**config.mk**
```make
export PLATFORM = sky130hd
export DESIGN_NAME = ifetch_buffer
export DESIGN_NICKNAME = d
export VERILOG_FILES = /design/src/rtl/ifetch_buffer.sv
export SDC_FILE = /design/constraint.sdc
export NUM_CORES = 1
export LEC_CHECK = 0
export CAP_MARGIN = 20
export CORE_ASPECT_RATIO = 0.5
export CORE_MARGIN = 3
export CORE_UTILIZATION = 45
export CTS_CLUSTER_SIZE = 10
export DETAILED_ROUTE_END_ITERATION = 8
export DONT_BUFFER_PORTS = 1
export PLACE_DENSITY = 0.64
export SLEW_MARGIN = 0
export SYNTH_ARGS = -nofsm -noshare
export SYNTH_HDL_FRONTEND = slang
export SYNTH_SLANG_ARGS = --single-unit
```
**constraint.sdc**
```tcl
create_clock -name clk -period 2.8 [get_ports clk]
set_input_delay 0.14 -clock clk [delete_from_list [all_inputs] [get_ports clk]]
set_output_delay 0.14 -clock clk [all_outputs]
set_load 0.005 [all_outputs]
```
**src/rtl/ifetch_buffer.sv**
```systemverilog
// Instruction fetch unit: issues sequential imem reads and queues tagged responses for decode.
// Define IFB_BYPASS_EN to forward a response straight to decode when the queue is empty.
module ifetch_buffer #(
    parameter int unsigned N     = 16,
    parameter int unsigned AW    = N - 3,
    parameter int unsigned DEPTH = 4
) (
    input  logic          clk,
    input  logic          reset,
    input  logic          start,
    input  logic          redirect,
    input  logic [AW-1:0] redirect_pc,
    output logic          imem_en,
    output logic [AW-1:0] imem_addr,
    input  logic [N-1:0]  imem_data,
    output logic          inst_valid,
    input  logic          inst_ready,
    output logic [N-1:0]  inst_data,
    output logic [AW-1:0] inst_pc
);
    localparam int unsigned   PW      = $clog2(DEPTH);
    localparam logic [PW+1:0] DEPTH_W = (PW + 2)'(DEPTH);
    localparam logic [AW-1:0] PC_ONE  = 1;
    localparam logic [PW-1:0] PTR_ONE = 1;
    localparam logic [PW:0]   CNT_ONE = 1;

    typedef enum logic {StIdle, StFetch} state_e;

    state_e        r_state, w_state_d;
    logic [AW-1:0] r_fetch_pc;
    logic [AW-1:0] r_req_pc;
    logic          r_inflight;
    logic [PW-1:0] r_wptr, r_rptr;
    logic [PW:0]   r_count;
    logic [N-1:0]  r_q_data [DEPTH];
    logic [AW-1:0] r_q_pc   [DEPTH];

    logic          w_nonempty;
    logic [PW+1:0] w_occ;
    logic          w_issue;
    logic          w_bypass;
    logic          w_push;
    logic          w_pop;

    always_comb begin
        w_state_d  = start ? StFetch : StIdle;
        w_nonempty = (r_count != '0);
        // Count the response in flight so the queue can never be oversubscribed.
        w_occ      = {1'b0, r_count} + {{(PW + 1){1'b0}}, r_inflight};
        w_issue    = (r_state == StFetch) && (w_occ < DEPTH_W) && !redirect && !reset;
`ifdef IFB_BYPASS_EN
        w_bypass   = r_inflight && !w_nonempty && !redirect;
`else
        w_bypass   = 1'b0;
`endif
        w_push     = r_inflight && !redirect && !(w_bypass && inst_ready);
        w_pop      = w_nonempty && !redirect && inst_ready;
    end

    always_comb begin
        imem_en    = w_issue;
        imem_addr  = reset ? '0 : r_fetch_pc;
        inst_valid = 1'b0;
        inst_data  = '0;
        inst_pc    = '0;
        if (!reset && !redirect) begin
            if (w_nonempty) begin
                inst_valid = 1'b1;
                inst_data  = r_q_data[r_rptr];
                inst_pc    = r_q_pc[r_rptr];
            end
`ifdef IFB_BYPASS_EN
            else if (w_bypass) begin
                inst_valid = 1'b1;
                inst_data  = imem_data;
                inst_pc    = r_req_pc;
            end
`endif
        end
    end

    always_ff @(posedge clk) begin
        if (reset) begin
            r_state    <= StIdle;
            r_fetch_pc <= '0;
            r_req_pc   <= '0;
            r_inflight <= 1'b0;
            r_wptr     <= '0;
            r_rptr     <= '0;
            r_count    <= '0;
        end else begin
            r_state    <= w_state_d;
            r_inflight <= w_issue;
            if (w_issue) begin
                r_req_pc <= r_fetch_pc;
            end
            if (redirect) begin
                r_fetch_pc <= redirect_pc;
                r_wptr     <= '0;
                r_rptr     <= '0;
                r_count    <= '0;
            end else begin
                if (w_issue) begin
                    r_fetch_pc <= r_fetch_pc + PC_ONE;
                end
                if (w_push) begin
                    r_wptr <= r_wptr + PTR_ONE;
                end
                if (w_pop) begin
                    r_rptr <= r_rptr + PTR_ONE;
                end
                if (w_push && !w_pop) begin
                    r_count <= r_count + CNT_ONE;
                end else if (w_pop && !w_push) begin
                    r_count <= r_count - CNT_ONE;
                end
            end
        end
    end

    always_ff @(posedge clk) begin
        if (w_push && !reset) begin
            r_q_data[r_wptr] <= imem_data;
            r_q_pc[r_wptr]   <= r_req_pc;
        end
    end

endmodule

```
==> results of run 1 <==
-- cells in the mapped netlist, types with 2 or more instances --
cell        n  area (µm²)
a31oi_1     7        43.8
edfxtp_1  116        3480
nor4_1      2        12.5
inv_1       8        30.0
clkbuf_1   17        63.8
a21oi_1    20         100
buf_2       3        15.0
dfxtp_1    37         741
mux2i_1     3        30.0
xor2_1      3        26.3
ha_1        6        75.1
or3_1       3        18.8
buf_1       2        7.51
nand2_1    41         154
o21ai_0     2        10.0
nor2_1     14        52.6
or2_2       2        12.5
and3_1     36         225
mux4_2     29         653
o311ai_0    4        35.0
nor3_1      3        15.0
buf_4       2        15.0
xnor2_1     3        26.3
nor2b_1    12        75.1
nand3_1     6        30.0
o211ai_1    2        15.0
or4_1       5        37.5
-- sequential cells by signal (all words and copies together), names as in the netlist, named ones only --
signal	flops
r_count	3
r_q_pc	52
r_wptr	2
r_req_pc	13
r_q_data	64
r_fetch_pc	13
r_inflight	1
r_rptr	2
r_state	1
-- worst register-to-register path, cell delays in order (launching register included) --
cell and delay [ps]:
dfxtp_1 360, nor4b_4 390, nand2_2 310, inv_2 420
a22oi_1 130, a21oi_1 150, dlygate4sd3_1 580
-- area by class of cell --
cell class | count | area (µm²) | share of cell area [%]
multi-input combinational | 221 | 1830 | 25.0
timing repair buffer | 41 | 398 | 5.44
tap | 170 | 213 | 2.91
sequential | 153 | 4230 | 57.8
clock inverter | 13 | 179 | 2.45
inverter | 10 | 37.5 | 0.514
clock buffer | 18 | 429 | 5.87
-- logic make-up (layout without fill, tap and decap cells) --
logic type	Yosys count	count (layout)
flops	153	153
simple gates	132	132
compound gates	43	43
buf+inv	34	82
mux	33	33
fa+ha+maj	7	7
xor+xnor	6	6
-- report_power, final --
group          leakage [nW]  total (W)  switching [W]  internal (W)
sequential             1.37    0.00247      0.0000227       0.00244
clock                 0.281    0.00235       0.000866       0.00148
combinational         0.829   0.000136      0.0000728     0.0000634
-- through the flow --
step           power [W]  cells
6_report         0.00495    626
5_1_grt          0.00511    626
4_1_cts          0.00498    625
3_5_place_dp     0.00260    564
3_3_place_gp     0.00259    564
2_1_floorplan    0.00258    408
-- what timing repair did --
item,in CTS,in global routing
setup endpoints to repair,0,0
endpoints found under the hold margin,90,1
buffers inserted,0,0
hold buffers,30,1
-- routing by layer --
layer | vias to the layer above | part of all wire (%) | track usage [%]
li1 | 1638 | - | -
met1 | 1815 | 47 | 24.6
met2 | 105 | 47 | 27.9
met3 | 10 | 5.5 | 4.55
met4 | 0 | 0.93 | 5.72
met5 | - | 0 | 0
-- worst paths after layout --
| check | from | slack [ps] | to | cells after the start |
|---|---|---|---|---|
| max | r_count[2] | 410 | r_fetch_pc[1] | 6 |
| min | reset | 20 | r_fetch_pc[8] | 2 |
| max reg2reg | r_count[2] | 410 | r_fetch_pc[1] | 6 |
| min reg2reg | r_req_pc[7] | 500 | r_req_pc[7] | 2 |
==> metrics.txt, run 1 <==
Synth Flop Type=edfxtp_1; most frequent cells in the layout=edfxtp_1 (116), nand2_1 (41), and3_1 (36), dfxtp_1 (36), dlygate4sd3_1 (31); Num CTS Buffers=17; hold slack=16.5 ps; Sinks on Clock Net=roughly 150; CTS tree=yes; core footprint=~0.013 mm²; Yosys cell types=47; row count=29; Final Hold Fails=0; Skew-Pair Late Insertion Delay=about 400 ps; post-layout min period=2390 ps; Slew @ Worst Pin=about 990 ps; Critical Path RT=roughly 3200 ps; normalized max-slew margin=roughly a third; Synth Instances=about 400; Die Footprint=approximately 0.015 mm²; Finished Cell Area=around 0.0073 mm²; cts repair resizes=0; Final ANT Viol Nets=0; Tot GR Track Use=between 15 and 20%; Syn. warnings=0; adder-cell share of the synthesized area=between 1.5 and 2%; crit end category=register; share of layout cells above drive strength 1=between 10% and 20%; maximum VDD drop=around 450 µV; clock buffer depth=2; CP cell instances=nor4b_4 > nand2_2 > inv_2 > a22oi_1 > a21oi_1 > dlygate4sd3_1; vias per cell=about 5.7; EDFF count, synth=roughly 120; Worst Setup Slack, final=a little over 400 ps; Hold Crit Class=input port to register; WL per Instance=slightly above 20 µm; #FFs+latches synth=153; H-tree Lvls=4; post-synthesis xor/xnor area fraction=0.849%; setup TNS=0 ps; IO buf count=0; Buf/Inv on CP=2; placed cell area=roughly 0.0064 mm²; largest net degree at the start of global routing=32; FMAX=about 420 MHz; leakage=about 2.5 nW; sequential fraction of the synthesis area=68.3%; Util after Layout=55.9%; Critical Path AT=roughly 2700 ps; Critical Path Slowest Stage Cell=dlygate4sd3_1; CP Class=register to register; Synth Area in Simple Gates=a little under an eighth; synthesized area=just over 0.006 mm²; PwrDens=slightly below 700 mW/mm²; final RePlAce weighted congestion=between 0.8 and 0.9; 1st-pass router iterations=4; width of the chip=between 150 and 200 µm; DP Worst Slack=about 570 ps; clock skew=between 7 and 8 ps; combinational family with the most area after synthesis=simple AND/OR/NAND/NOR gates; CTS root buf=clkbuf_16; crit path max fanout=22; Layout Nets=485; hpwl dp=around 7800 µm; antenna fix cells=0; multiplexer share of the synthesized area=11.2%; commonest non-fill, non-tap cell in the layout=edfxtp_1; io pins=a little under 80; Largest stage delay, worst path=580 ps; max-slew violation count=0; ys async rst share=0%; compound-cell area share of the yosys netlist=4.37%; clk slew on worst S/H paths=about 60 ps; Avg Inst Size Synth=15.2 µm²; RSZ-0062 raised after global routing=no; Final Setup Violations=0; outcome=finished, final reports clean; residual DRC count=0; Fillers=1019; CP startpoint kind=register; max-cap violations=0; Iteration-0 DRC Markers=251; Top delay family on crit path=buffers and inverters; Area Overhead vs Synth=18.1%; first-pass GRT wire length=between 20000 and 25000 µm; initial antenna violation count=0; vias in the first global route=3788; Die H=between 80 and 90 µm; crit share post-route=a little under nine tenths; initial core utilization=a little under half; final WL=~13000 µm; post-synth net total=between 400 and 500; grt total ovfl=0; vias=around 3600
Note: power is estimated with default switching activity, not from simulation.
==> inputs of run 2 (changes only) <==
ABC_AREA = 1   (was not set)
clock period = 3 ns   (was 2.8 ns; I/O delays follow)
==> metrics.txt, run 2 <==
outcome=finished, final reports clean; post-CTS setup buffers=0 (unchanged); initial core utilization=46.7% (-0.69 points); Die H=90.4 µm (+1.7%); Critical Path Slowest Stage Cell=dlygate4sd3_1; residual DRC count=0 (unchanged); largest register by flop count=r_q_data; share of layout cells above drive strength 1=9.68% (-7.0 points); Critical Path AT=2360 ps (-380 ps); hpwl dp=7970 µm (+2.1%); Util after Layout=54.0% (-1.9 points); post-layout min period=between 2000 and 3000 ps; synthesized area=0.00641 mm² (+3.6%); vias=4325 (+21%); cts repair resizes=0 (unchanged); Area Overhead vs Synth=15.7%; max-cap violations=0 (unchanged); post-synth net total=664 (+48%); IO buf count=0 (unchanged); clock skew=7.50 ps (+0.143 ps); Top delay family on crit path=buffers and inverters; Final ANT Viol Nets=0 (unchanged); initial antenna violation count=0 (unchanged); Synth Flop Type=edfxtp_1; reg2reg end=r_count[2]; #FFs+latches synth=153 (unchanged); maximum VDD drop=248 µV (-45%); Final Setup Violations=0 (unchanged); synth top area cells=edfxtp_1 (54%), dfxtp_1 (12%), nor2_1 (9.2%), o21ai_0 (4.2%), nand2_1 (3.6%); most frequent cells in the layout=nor2_1 (154), edfxtp_1 (116), nand2_1 (62), o21ai_0 (54), a21oi_1 (46); Num CTS Buffers=17 (unchanged); leakage=2.60 nW (+4.6%); sequential fraction of the synthesis area=65.9% (-2.4 points); PwrDens=594 mW/mm² (-12%); vias per cell=5.07 (-11%); FMAX=about 400 MHz; Avg Inst Size Synth=10.3 µm² (-32%); Critical Path RT=2850 ps (-300 ps); antenna fix cells=0 (unchanged); row count=30 (+3.4%); final RePlAce weighted congestion=0.800 (-7.3%); Hold Crit Class=input port to register; Synth top cells by count=nor2_1 (158), edfxtp_1 (116), nand2_1 (62), o21ai_0 (54), a21oi_1 (46); vias in the first global route=4145 (+9.4%); setup TNS=0 ps (unchanged); io pins=78 (unchanged); worst r2r path cells=10 (+4); crit share post-route=between 80 and 90%; CTS root buf=clkbuf_16; Skew-Pair Late Insertion Delay=420 ps (+20 ps); first-pass GRT wire length=22500 µm (+11%); EDFF count, synth=116 (unchanged); WP depth=6 (unchanged); Slew @ Worst Pin=860 ps (-134 ps); normalized max-slew margin=42.6% (+9.1 points); core footprint=0.0137 mm² (+5.2%); Die Footprint=0.0158 mm² (+3.5%); cell taking the most area after synthesis=edfxtp_1; ys async rst share=0% (unchanged); max FFs per register=64 (unchanged); WL per Instance=16.0 µm (-21%); Largest stage delay, worst path=1090 ps (+510 ps); clk slew on worst S/H paths=60 ps (about the same); R2R setup slack=960 ps (+550 ps); Yosys cell types=27 (-43%); width of the chip=175 µm (+1.7%); Top Registers=r_q_data (64), r_q_pc (52); Sinks on Clock Net=153 (unchanged); Layout Nets=689 (+42%); Buf/Inv on CP=3 (+1); hold path cells=4 (+2); CTS tree=yes; most frequent cell after synthesis=nor2_1; Syn. warnings=0 (unchanged); largest net degree at the start of global routing=59 (+84%); crit path max fanout=29 (+32%); commonest non-fill, non-tap cell in the layout=nor2_1; R2R Path Start=r_count[0]; clock buffer depth=2 (unchanged); crit path capture=inst_pc[12]; Tot GR Track Use=18.1% (+0.43 points); Synth Instances=623 (+53%); Critical Path Source=reset; final WL=13600 µm (+7.0%); RSZ-0062 raised after global routing=no; Final Hold Fails=0 (unchanged); crit end category=primary output; Iteration-0 DRC Markers=399 (+59%); Synth top area share=54.3% (-2.0 points); CP cell instances=dlygate4sd3_1 > nor2_4 > inv_2 > nor2_4 > inv_2 > a21oi_1; CP Class=input port to primary output; 1st-pass router iterations=5 (+1); CP startpoint kind=input port; grt total ovfl=0 (unchanged); H-tree Lvls=4 (unchanged); max-slew violation count=0 (unchanged)
[run 2: changes by cell type after synthesis, moves of 8 or more]
cell / delta
o21ai_0: +52
nand2_1: +21
a21oi_2: +10
inv_1: +22
nor2_1: +144
nand3_1: +15
nor2b_1: -12
o21ai_1: +25
and3_1: -36
a21oi_1: +26
buf_2: +13
clkbuf_1: -8
mux4_2: -29
[run 2: metrics by stage]
stage,area (µm²),setup WS (ps),cells,hold slack [ps],power [W]
6_report,7420,489,853,26.8,0.00441
5_1_grt,7420,337,853,52.9,0.00456
4_1_cts,7420,454,853,0.851,0.00443
3_5_place_dp,6560,988,789,225,0.00244
3_3_place_gp,6560,1020,789,223,0.00244
2_1_floorplan,6410,768,623,249,0.00243
[run 2: area by class of cell]
class                           instances  area [µm²]
Clock buffer                           18         429
Clock inverter                         14         114
Fill cell                            1224        6320
Inverter                               41         154
Multi-Input combinational cell        397        1890
Sequential cell                       153        4230
Tap cell                              192         240
Timing Repair Buffer                   38         365
[run 2: worst min path at each step]
stage | from | to | slack [ps]
6_report | redirect_pc[6] | r_fetch_pc[6] | 30
5_1_grt | redirect | r_fetch_pc[0] | 50
4_1_cts | redirect_pc[6] | r_fetch_pc[6] | 0.9
3_5_place_dp | reset | r_req_pc[0] | 230
3_3_place_gp | reset | r_req_pc[0] | 220
2_1_floorplan | imem_data[0] | r_q_data[0][0] | 250
[run 2: cell families (layout without fill, tap and decap cells)]
family | count (synthesis) | count (layout) | share of synthesized area, %
compound gates | 138 | 138 | 11.5
xor+xnor | 4 | 4 | 0.546
fa+ha+maj | 7 | 7 | 1.48
buf+inv | 73 | 111 | 5.05
flops | 153 | 153 | 65.9
simple gates | 248 | 248 | 15.6
[run 2: tightest hold or removal path, stage by stage]
cell and delay (ps):
nand2_1 40, o21ai_1 70, nor2_1 90, nor2_1 50
[run 2: power by group]
part           switching, W  internal (W)
Combinational     0.0000841     0.0000564
Clock              0.000887       0.00108
Sequential        0.0000217       0.00229
Total              0.000993       0.00342
[run 2: metal layers]
| layer | share of wire (%) | up-vias | global-route usage [%] |
|---|---|---|---|
| met5 | 0 | - | 0 |
| met4 | 1.3 | 0 | 6.23 |
| met3 | 5.3 | 13 | 4.45 |
| met2 | 45 | 127 | 27.7 |
| met1 | 48 | 2016 | 25.5 |
| li1 | - | 2169 | - |
[run 2: repair_timing]
item                                    in CTS  in global routing
endpoints found under the setup margin       0                  0
hold endpoints to repair                    92                  0
hold buffers                                32                  0
==> inputs of run 3 (changes only) <==
PLACE_DENSITY = 0.66   (was 0.64)
clock period = 2.3 ns   (was 3 ns; I/O delays follow)
==> metrics.txt, run 3 (synthesis results as in run 2) <==
Largest stage delay, worst path=710 ps (-380 ps); Skew-Pair Late Insertion Delay=410 ps (about the same); vias=4418 (+2.2%); most frequent cells in the layout=nor2_1 (154), edfxtp_1 (116), nand2_1 (62), o21ai_0 (54), a21oi_1 (46); core footprint=0.0137 mm² (unchanged); Area Overhead vs Synth=18.3%; routed wl met3=664 µm (-7.8%); Post-Place Cells=795 (+0.76%); Tot GR Track Use=18.1% (-0.057 points); hold slack=43.3 ps (+16.6 ps); initial core utilization=46.7% (unchanged); crit path max fanout=25 (-14%); Critical Path AT=2020 ps (-340 ps); Die H=90.4 µm (unchanged); setup TNS=0 ps (unchanged); HP Start=reset; width of the chip=175 µm (unchanged); crit share post-route=92.7%; largest register by flop count=r_q_data; max-slew violation count=0 (unchanged); row count=30 (unchanged); CP startpoint kind=input port; outcome=finished, final reports clean; grt total ovfl=0 (unchanged); io pins=78 (unchanged); maximum VDD drop=505 µV (+100%); Top delay family on crit path=buffers and inverters; Hold Crit Class=input port to register; largest net degree at the start of global routing=59 (unchanged); H-tree Lvls=4 (unchanged); R2R Path Start=r_count[0]; leakage=2.69 nW (+3.7%); CP cell instances=dlygate4sd3_1 > nor2_4 > inv_2 > nor2_4 > inv_2 > buf_4 > a21oi_1; DP Worst Slack=218 ps (-770 ps); final RePlAce weighted congestion=0.836 (+4.5%); RSZ-0062 raised after global routing=no; PwrDens=772 mW/mm² (+30%); final WL=14000 µm (+2.5%); commonest non-fill, non-tap cell in the layout=nor2_1; normalized max-slew margin=52.1% (+9.5 points); crit end category=primary output; Top Registers=r_q_data (64), r_q_pc (52); vias in the first global route=4208 (+1.5%); post-layout min period=~2100 ps; CTS tree=yes; residual DRC count=0 (unchanged); 1st-pass router iterations=5 (unchanged); max FFs per register=64 (unchanged); max-cap violations=0 (unchanged); clk slew on worst S/H paths=60 ps (about the same); CP Class=input port to primary output; first-pass GRT wire length=22300 µm (-0.73%); worst r2r path cells=10 (unchanged); IO buf count=0 (unchanged); hpwl dp=8400 µm (+5.5%); R2R setup slack=200 ps (-760 ps); Layout Cells excl Fill=865 (+1.4%); vias per cell=5.11 (+0.73%); Critical Path Slowest Stage Cell=dlygate4sd3_1; clock skew=7.00 ps (-0.500 ps); share of layout cells above drive strength 1=10.4% (+0.72 points); Final Setup Violations=0 (unchanged); initial antenna violation count=0 (unchanged); reg2reg end=r_count[2]; Worst Setup Slack, final=167 ps (-322 ps); Critical Path RT=2180 ps (-670 ps); clock buffer depth=2 (unchanged); hold path cells=3 (-1); Layout Nets=701 (+1.7%); Top Metal Used=met4; Final Hold Fails=0 (unchanged); hold endpoint=r_fetch_pc[3]; Die Footprint=0.0158 mm² (unchanged); FMAX=approximately 470 MHz; Iteration-0 DRC Markers=296 (-26%); CTS root buf=clkbuf_16; Slew @ Worst Pin=719 ps (-142 ps); Final ANT Viol Nets=0 (unchanged); Buf/Inv on CP=4 (+1); Num CTS Buffers=17 (unchanged); WL per Instance=16.1 µm (+1.1%); antenna fix cells=0 (unchanged); Sinks on Clock Net=153 (unchanged); M1 WL=6740 µm (+3.4%); met2 WL=6400 µm (+3.3%)
[run 3: cell types whose count changed in the layout (fill, tap and decap cells not counted)]
cell / change
buf_12: +2
clkinv_2: -1
inv_8: +1
clkinv_1: +1
inv_2: -1
clkbuf_1: -1
bufinv_16: +1
buf_4: +4
dlygate4sd3_1: +6
[run 3: final cells by class]
cell class | instances | area, µm²
clock buffers | 17 | 425
clock inverters | 15 | 143
fillers | 1207 | 6150
inverters | 41 | 161
multi-input cells | 397 | 1890
flip-flops and latches | 153 | 4230
well taps | 192 | 240
repair buffers | 50 | 495
[run 3: worst reg2reg max path: stages, from the launching register on]
cell and delay [ps]:
dfxtp_1 360, nor3_2 280, nor2_1 100, nand2_1 140, ha_1 160, inv_1 70, fa_1 390, a21oi_1 150
o21ai_0 120, o21ai_0 160, a21oi_1 60
[run 3: timing repair]
action	CTS	global route
endpoints found under the hold margin	92	0
gates resized for setup	0	4
setup buffers	0	0
endpoints found under the setup margin	0	10
hold buffers	38	0
[run 3: routing by layer]
| metal | vias to the layer above | track usage [%] |
|---|---|---|
| li1 | 2187 | - |
| met1 | 2114 | 25.3 |
| met2 | 105 | 28.8 |
| met3 | 12 | 3.44 |
| met4 | 0 | 5.70 |
| met5 | - | 0 |
[run 3: how the worst max path moves through the flow]
stage               start             end  slack, ps  cells after the start
3_5_place_dp   r_count[0]      r_count[2]        220                     10
2_1_floorplan   r_wptr[0]  r_q_data[2][0]         70                      4
3_3_place_gp   r_count[0]      r_count[2]        310                     10
6_report            reset      inst_pc[9]        170                      7
5_1_grt        r_count[0]      r_count[2]         30                     10
4_1_cts             reset   r_fetch_pc[7]          4                      9
[run 3: metrics by stage]
stage | utilization, % | total power [W] | area [µm²]
detailed placement | 48.3 | 0.00319 | 6630
floorplan | - | 0.00317 | 6410
CTS | 55.2 | 0.00590 | 7580
global route | 55.2 | 0.00606 | 7580
finish | 55.2 | 0.00586 | 7580
global placement | 48.3 | 0.00319 | 6630
[run 3: report_power, final]
part / leakage (nW) / switching (W) / internal, W
Clock: 0.271 / 0.00115 / 0.00151
Sequential: 1.38 / 0.0000284 / 0.00298
Combinational: 1.04 / 0.000109 / 0.0000778
